--- config.mk ---
export PLATFORM = sky130hd
export DESIGN_NAME = digit_rom_arbiter
export DESIGN_NICKNAME = d
export VERILOG_FILES = /design/src/rtl/digit_rom_arbiter_pkg.sv /design/src/rtl/digit_rom_arbiter_tag_delay_line.sv /design/src/rtl/digit_rom_arbiter.sv
export SDC_FILE = /design/constraint.sdc
export NUM_CORES = 1
export LEC_CHECK = 0
export ABC_CLOCK_PERIOD_IN_PS = 1500
export CORE_AREA = 2 2 57 64
export DETAILED_ROUTE_END_ITERATION = 10
export DIE_AREA = 0 0 59 66
export GPL_TIMING_DRIVEN = 0
export PLACE_DENSITY = 0.69
export SLEW_MARGIN = 30
export SYNTH_ARGS = -nofsm -noshare
export SYNTH_HDL_FRONTEND = slang
export SYNTH_SLANG_ARGS = --single-unit
--- constraint.sdc ---
create_clock -name clock_25 -period 1.5 [get_ports clock_25]
set_input_delay 0.3 -clock clock_25 [delete_from_list [all_inputs] [get_ports clock_25]]
set_output_delay 0.3 -clock clock_25 [all_outputs]
set_load 0.02 [all_outputs]
--- src/rtl/digit_rom_arbiter_pkg.sv ---
// rtl/digit_rom_arbiter_pkg.sv - shared display constants and tag types for the digit ROM arbiter
package digit_rom_arbiter_pkg;

    localparam int unsigned GLYPH_PIXELS_DEF = 160;
    localparam logic [3:0]  DIGIT_MAX        = 4'd9;

    typedef enum logic {
        OWNER_SCORE = 1'b0,
        OWNER_TIME  = 1'b1
    } owner_e;

    typedef struct packed {
        logic   valid;
        owner_e owner;
        logic   blank;
    } tag_t;

    localparam int TAG_W = $bits(tag_t);

    // Out-of-glyph addresses and non-BCD digits read back as a blank pixel.
    function automatic logic is_blank(input logic [7:0] addr, input logic [3:0] digit,
                                      input int unsigned glyph_pixels);
        return (32'(addr) >= glyph_pixels) || (digit > DIGIT_MAX);
    endfunction

endpackage

--- src/rtl/digit_rom_arbiter_tag_delay_line.sv ---
// rtl/digit_rom_arbiter_tag_delay_line.sv - fixed-depth shift line carrying command tags beside the ROM
module tag_delay_line #(
    parameter int DEPTH = 2,
    parameter int WIDTH = 3
) (
    input  logic             clock_25,
    input  logic             reset,
    input  logic             clear,
    input  logic [WIDTH-1:0] din,
    output logic [WIDTH-1:0] dout
);

    logic [WIDTH-1:0] stage [DEPTH];

    always_ff @(posedge clock_25 or negedge reset) begin
        if (!reset) begin
            for (int i = 0; i < DEPTH; i++) stage[i] <= '0;
        end else if (clear) begin
            for (int i = 0; i < DEPTH; i++) stage[i] <= '0;
        end else begin
            stage[0] <= din;
            for (int i = 1; i < DEPTH; i++) stage[i] <= stage[i-1];
        end
    end

    assign dout = stage[DEPTH-1];

endmodule

--- src/rtl/digit_rom_arbiter.sv ---
// rtl/digit_rom_arbiter.sv - round-robin sharing of one digit glyph ROM between score and time displays
module digit_rom_arbiter
    import digit_rom_arbiter_pkg::*;
#(
    parameter int          ROM_LATENCY  = 1,
    parameter int unsigned GLYPH_PIXELS = GLYPH_PIXELS_DEF
) (
    input  logic       clock_25,
    input  logic       reset,
    input  logic       sync_reset,
    input  logic       req_score,
    input  logic       req_time,
    input  logic [7:0] addr_score,
    input  logic [7:0] addr_time,
    input  logic [3:0] digit_score,
    input  logic [3:0] digit_time,
    output logic       gnt_score,
    output logic       gnt_time,
    output logic       rom_en,
    output logic [7:0] rom_addr,
    output logic [3:0] rom_digit,
    input  logic       rom_pixel,
    output logic       pixel_score,
    output logic       pixel_time,
    output logic       valid_score,
    output logic       valid_time
);

    logic       favour_time;
    logic [7:0] sel_addr;
    logic [3:0] sel_digit;
    logic       sel_blank;
    tag_t       tag_in;
    tag_t       tag_out;

    always_comb begin
        gnt_score = 1'b0;
        gnt_time  = 1'b0;
        if (!sync_reset) begin
            if (req_score && (!req_time || !favour_time)) gnt_score = 1'b1;
            else if (req_time)                             gnt_time  = 1'b1;
        end
    end

    assign sel_addr     = gnt_time ? addr_time  : addr_score;
    assign sel_digit    = gnt_time ? digit_time : digit_score;
    assign sel_blank    = is_blank(sel_addr, sel_digit, GLYPH_PIXELS);
    assign tag_in.valid = gnt_score | gnt_time;
    assign tag_in.owner = gnt_time ? OWNER_TIME : OWNER_SCORE;
    assign tag_in.blank = sel_blank;

    always_ff @(posedge clock_25 or negedge reset) begin
        if (!reset) begin
            favour_time <= 1'b0;
            rom_en      <= 1'b0;
            rom_addr    <= '0;
            rom_digit   <= '0;
        end else if (sync_reset) begin
            favour_time <= 1'b0;
            rom_en      <= 1'b0;
            rom_addr    <= '0;
            rom_digit   <= '0;
        end else if (gnt_score || gnt_time) begin
            favour_time <= gnt_score;
            rom_en      <= !sel_blank;
            rom_addr    <= sel_addr;
            rom_digit   <= sel_digit;
        end else begin
            rom_en      <= 1'b0;
        end
    end

    // One extra stage beyond the ROM so the tag lines up with rom_pixel at the output register.
    tag_delay_line #(
        .DEPTH (ROM_LATENCY + 1),
        .WIDTH (TAG_W)
    ) u_tag_delay_line (
        .clock_25 (clock_25),
        .reset    (reset),
        .clear    (sync_reset),
        .din      (tag_in),
        .dout     (tag_out)
    );

    always_ff @(posedge clock_25 or negedge reset) begin
        if (!reset) begin
            valid_score <= 1'b0;
            valid_time  <= 1'b0;
            pixel_score <= 1'b0;
            pixel_time  <= 1'b0;
        end else if (sync_reset) begin
            valid_score <= 1'b0;
            valid_time  <= 1'b0;
            pixel_score <= 1'b0;
            pixel_time  <= 1'b0;
        end else begin
            valid_score <= tag_out.valid && (tag_out.owner == OWNER_SCORE);
            valid_time  <= tag_out.valid && (tag_out.owner == OWNER_TIME);
            if (tag_out.valid && tag_out.owner == OWNER_SCORE)
                pixel_score <= rom_pixel && !tag_out.blank;
            if (tag_out.valid && tag_out.owner == OWNER_TIME)
                pixel_time  <= rom_pixel && !tag_out.blank;
        end
    end

endmodule

==> results of run 1 <==
-- worst max-delay path, delay by kind of cell, from the launching register on --
kind | cells | cell delay (ns)
buffers and inverters | 2 | 0.18
and+or+nand+nor | 3 | 0.37
DFF | 1 | 0.42
-- synth_stat cells (2+ instances only) --
master / instances
a2111oi_0: 2
a2111oi_1: 3
a2111oi_2: 7
buf_2: 2
buf_4: 2
clkbuf_1: 2
dfrtp_1: 24
mux2i_1: 2
nand2b_1: 2
nand2b_4: 2
nor2_1: 27
nor2b_1: 5
nor3_1: 13
o21ai_0: 4
-- path summary, 6_finish.rpt --
path	startpoint	to	slack, ns	cells after the start
setup / recovery	favour_time	gnt_score	-0.08	5
min in group asynchronous	reset	favour_time	0.49	2
max in group asynchronous	reset	u_tag_delay_line.stage[5]	0.64	2
hold reg to reg	u_tag_delay_line.stage[3]	u_tag_delay_line.dout[0]	0.47	1
hold / removal	sync_reset	rom_addr[5]	0.41	2
setup reg to reg	favour_time	rom_digit[0]	0.04	5
-- where the power goes --
part	switching, mW	internal (mW)	leakage (nW)
clock	0.198	0.270	0.0279
sequential	0.0203	0.688	0.314
combinational	0.182	0.179	0.505
-- cell type report --
cell class                 count  area (um2)  share of cell area
buffer                         6       43.79             0.02451
clock buffer                   3       22.52             0.01261
clock inverter                 1       30.03             0.01681
inverter                       2       10.01            0.005602
multi-input combinational     78       533.0              0.2983
sequential                    24       600.6              0.3361
tap                           36       45.04             0.02521
timing repair buffer          55       501.7              0.2808
-- cell families (layout without fill, tap and decap cells) --
logic type      count (synthesis)  after routing  synth area share
simple gates                   57             57            0.2535
mux                             2              2           0.01726
buf+inv                         9             67           0.04422
compound gates                 19             19            0.1672
flops                          24             24            0.5178
-- registers in the layout, summed over array words and instances, names as in the netlist --
name	count
rom_digit	4
pixel_score	1
favour_time	1
u_tag_delay_line.dout	3
valid_score	1
u_tag_delay_line.stage	3
pixel_time	1
rom_en	1
valid_time	1
rom_addr	8
-- per-layer routing --
layer  up-vias  wire, um  GRT usage
li1        510         -          -
met1       528      1295     0.2052
met2        34      1557     0.3097
met3         0       138    0.02935
met4         0         0   0.008523
met5         -         0          0
-- stage by stage --
stage	std cells	setup WS, ns
CTS	204	-0.1654
finish	205	-0.07960
detailed placement	195	-1.056
global placement	195	-1.044
global route	205	-0.1371
floorplan	111	0.04060
-- what timing repair did --
item                                    in CTS  in global routing
endpoints found under the hold margin       24                  0
setup buffers                                4                  1
resized for setup                           35                  6
hold buffers                                 1                  0
pin swaps                                    0                  1
cloned                                       0                  1
endpoints found under the setup margin      20                  9
==> flow_metrics.py, run 1 <==
metrics = {
    "synthesis": {
        "netlist_top_cells_area": "dfrtp_1, a2111oi_2, nor2_1, nor3_1, nor2b_1",
        "syn-instance-count": 111,
        "synth_edf_count": 0,
        "ys_ff_latch": 24,
        "synth_cell_type_count": 28,
        "syn-num-nets": 141,
        "synthFlopType": "dfrtp_1",
        "synth_top_area_share": 0.5178,
        "synth_area_um2": 1160,
        "ys_async_sr_fraction": 1.000,
        "yosysWarnings": 0,
        "yosysSeqAreaShare": 0.5178,
        "postSynthAreaPerCell_um2": 10.45,
        "netlist.top_cell.by_area": "dfrtp_1",
    },
    "cells_and_area": {
        "fin_area_um2": 1787,
        "num-fill-cells": 303,
        "fin_nets": 200,
        "final_cell_mix": "nor2_1, clkdlybuf4s50_1, dfrtp_1",
        "diodes": 0,
        "syn_to_final_growth_pct": 54.05,
        "layout_commonest_cell": "nor2_1",
        "drive_gt1_frac": 0.2071,
        "fin_util": 0.5501,
    },
    "sta": {
        "worst_slack_ns": -0.07960,
        "hold_viol": 0,
        "slew_headroom": 0.5518,
        "finalCriticalPeriod_ns": 1.580,
        "holdWs_ns": 0.4147,
        "fmax_ghz": 0.6331,
        "clock_skew_ns": 0.007080,
        "drv_slew": 0,
        "finalSetupViolCount": 1,
        "tightest_slew_ns": 0.6724,
        "period_share": 1.053,
        "grt_setup_unrepaired": "true",
        "fin_tns_setup_ns": -0.07960,
    },
    "clock_network": {
        "clkLatencyLatePin_ns": 0.31,
        "tritoncts": "done",
        "ctsLongestPathBuffers": 2,
        "cts-buffers-inserted": 3,
        "clkTransAtPathRegs_ns": 0.14,
        "htree_levels": 1,
        "cts_sinks": 24,
        "clk_root_buffer_cell": "clkbuf_4",
    },
    "floorplan": {
        "row_count": 22,
        "start_util": 0.3571,
        "die_area_um2": 3894,
        "die_width_um": 59,
        "die_height_um": 66,
        "io_pins": 49,
        "core_area_um2": 3248,
    },
    "grt": {
        "grt_usage": 0.1659,
        "grt_pass1_wl_um": 5037,
        "antenna_found_initial": 0,
        "grt_remaining_overflow": 0,
        "grt_pass1_vias": 1120,
        "grt_max_degree": 25,
    },
    "worst_hold_path": {
        "hold_class": "input port to flip-flop",
    },
    "critical_path": {
        "crit_top_cell": "nand2b_4",
        "critPathArrivalTime_ns": 1.28,
        "crit_chain": "nand2b_4 -> nand2b_4 -> inv_4 -> nor3_4 -> buf_6",
        "crit_fanout": 3,
        "crit_type": "flip-flop to output pin",
        "cp_slowest_cell": "dfrtp_1",
        "critPathRequiredTime_ns": 1.20,
        "cp_slowest_stage_delay_ns": 0.42,
        "start_kind": "flip-flop",
        "endpoint_kind": "output pin",
    },
    "power": {
        "power.density_nw_per_um2": 860.2,
        "vdd_drop_max_v": 0.0003812,
        "p_total_mw": 1.537,
        "p_leak_nw": 0.8469,
    },
    "route": {
        "firstDrtPassIters": 4,
        "via_per_inst": 5.229,
        "drcViolationCount": 0,
        "first_iter_violations": 27,
        "wire_per_inst_um": 14.59,
        "wl_um": 2991,
        "via_count": 1072,
        "ant_nets": 0,
    },
    "place": {
        "port_buffers": 48,
        "hpwl_um": 2180,
        "place_congestion": 0.8372,
        "place_area_um2": 1692,
    },
    "run": {
        "drv_cap": 0,
    },
    "outcome": {
        "run_status": "finished, violations left",
        "violations": "negative setup slack",
    },
}
(Power assumes the default switching activity.)
==> run 2, diff against run 1 <==
ABC_CLOCK_PERIOD_IN_PS = unset   (was 1500)
CTS_CLUSTER_SIZE = 8   (was unset)
==> results of run 2 <==
The final DEF is identical to that of run 1; final timing and power are the same.
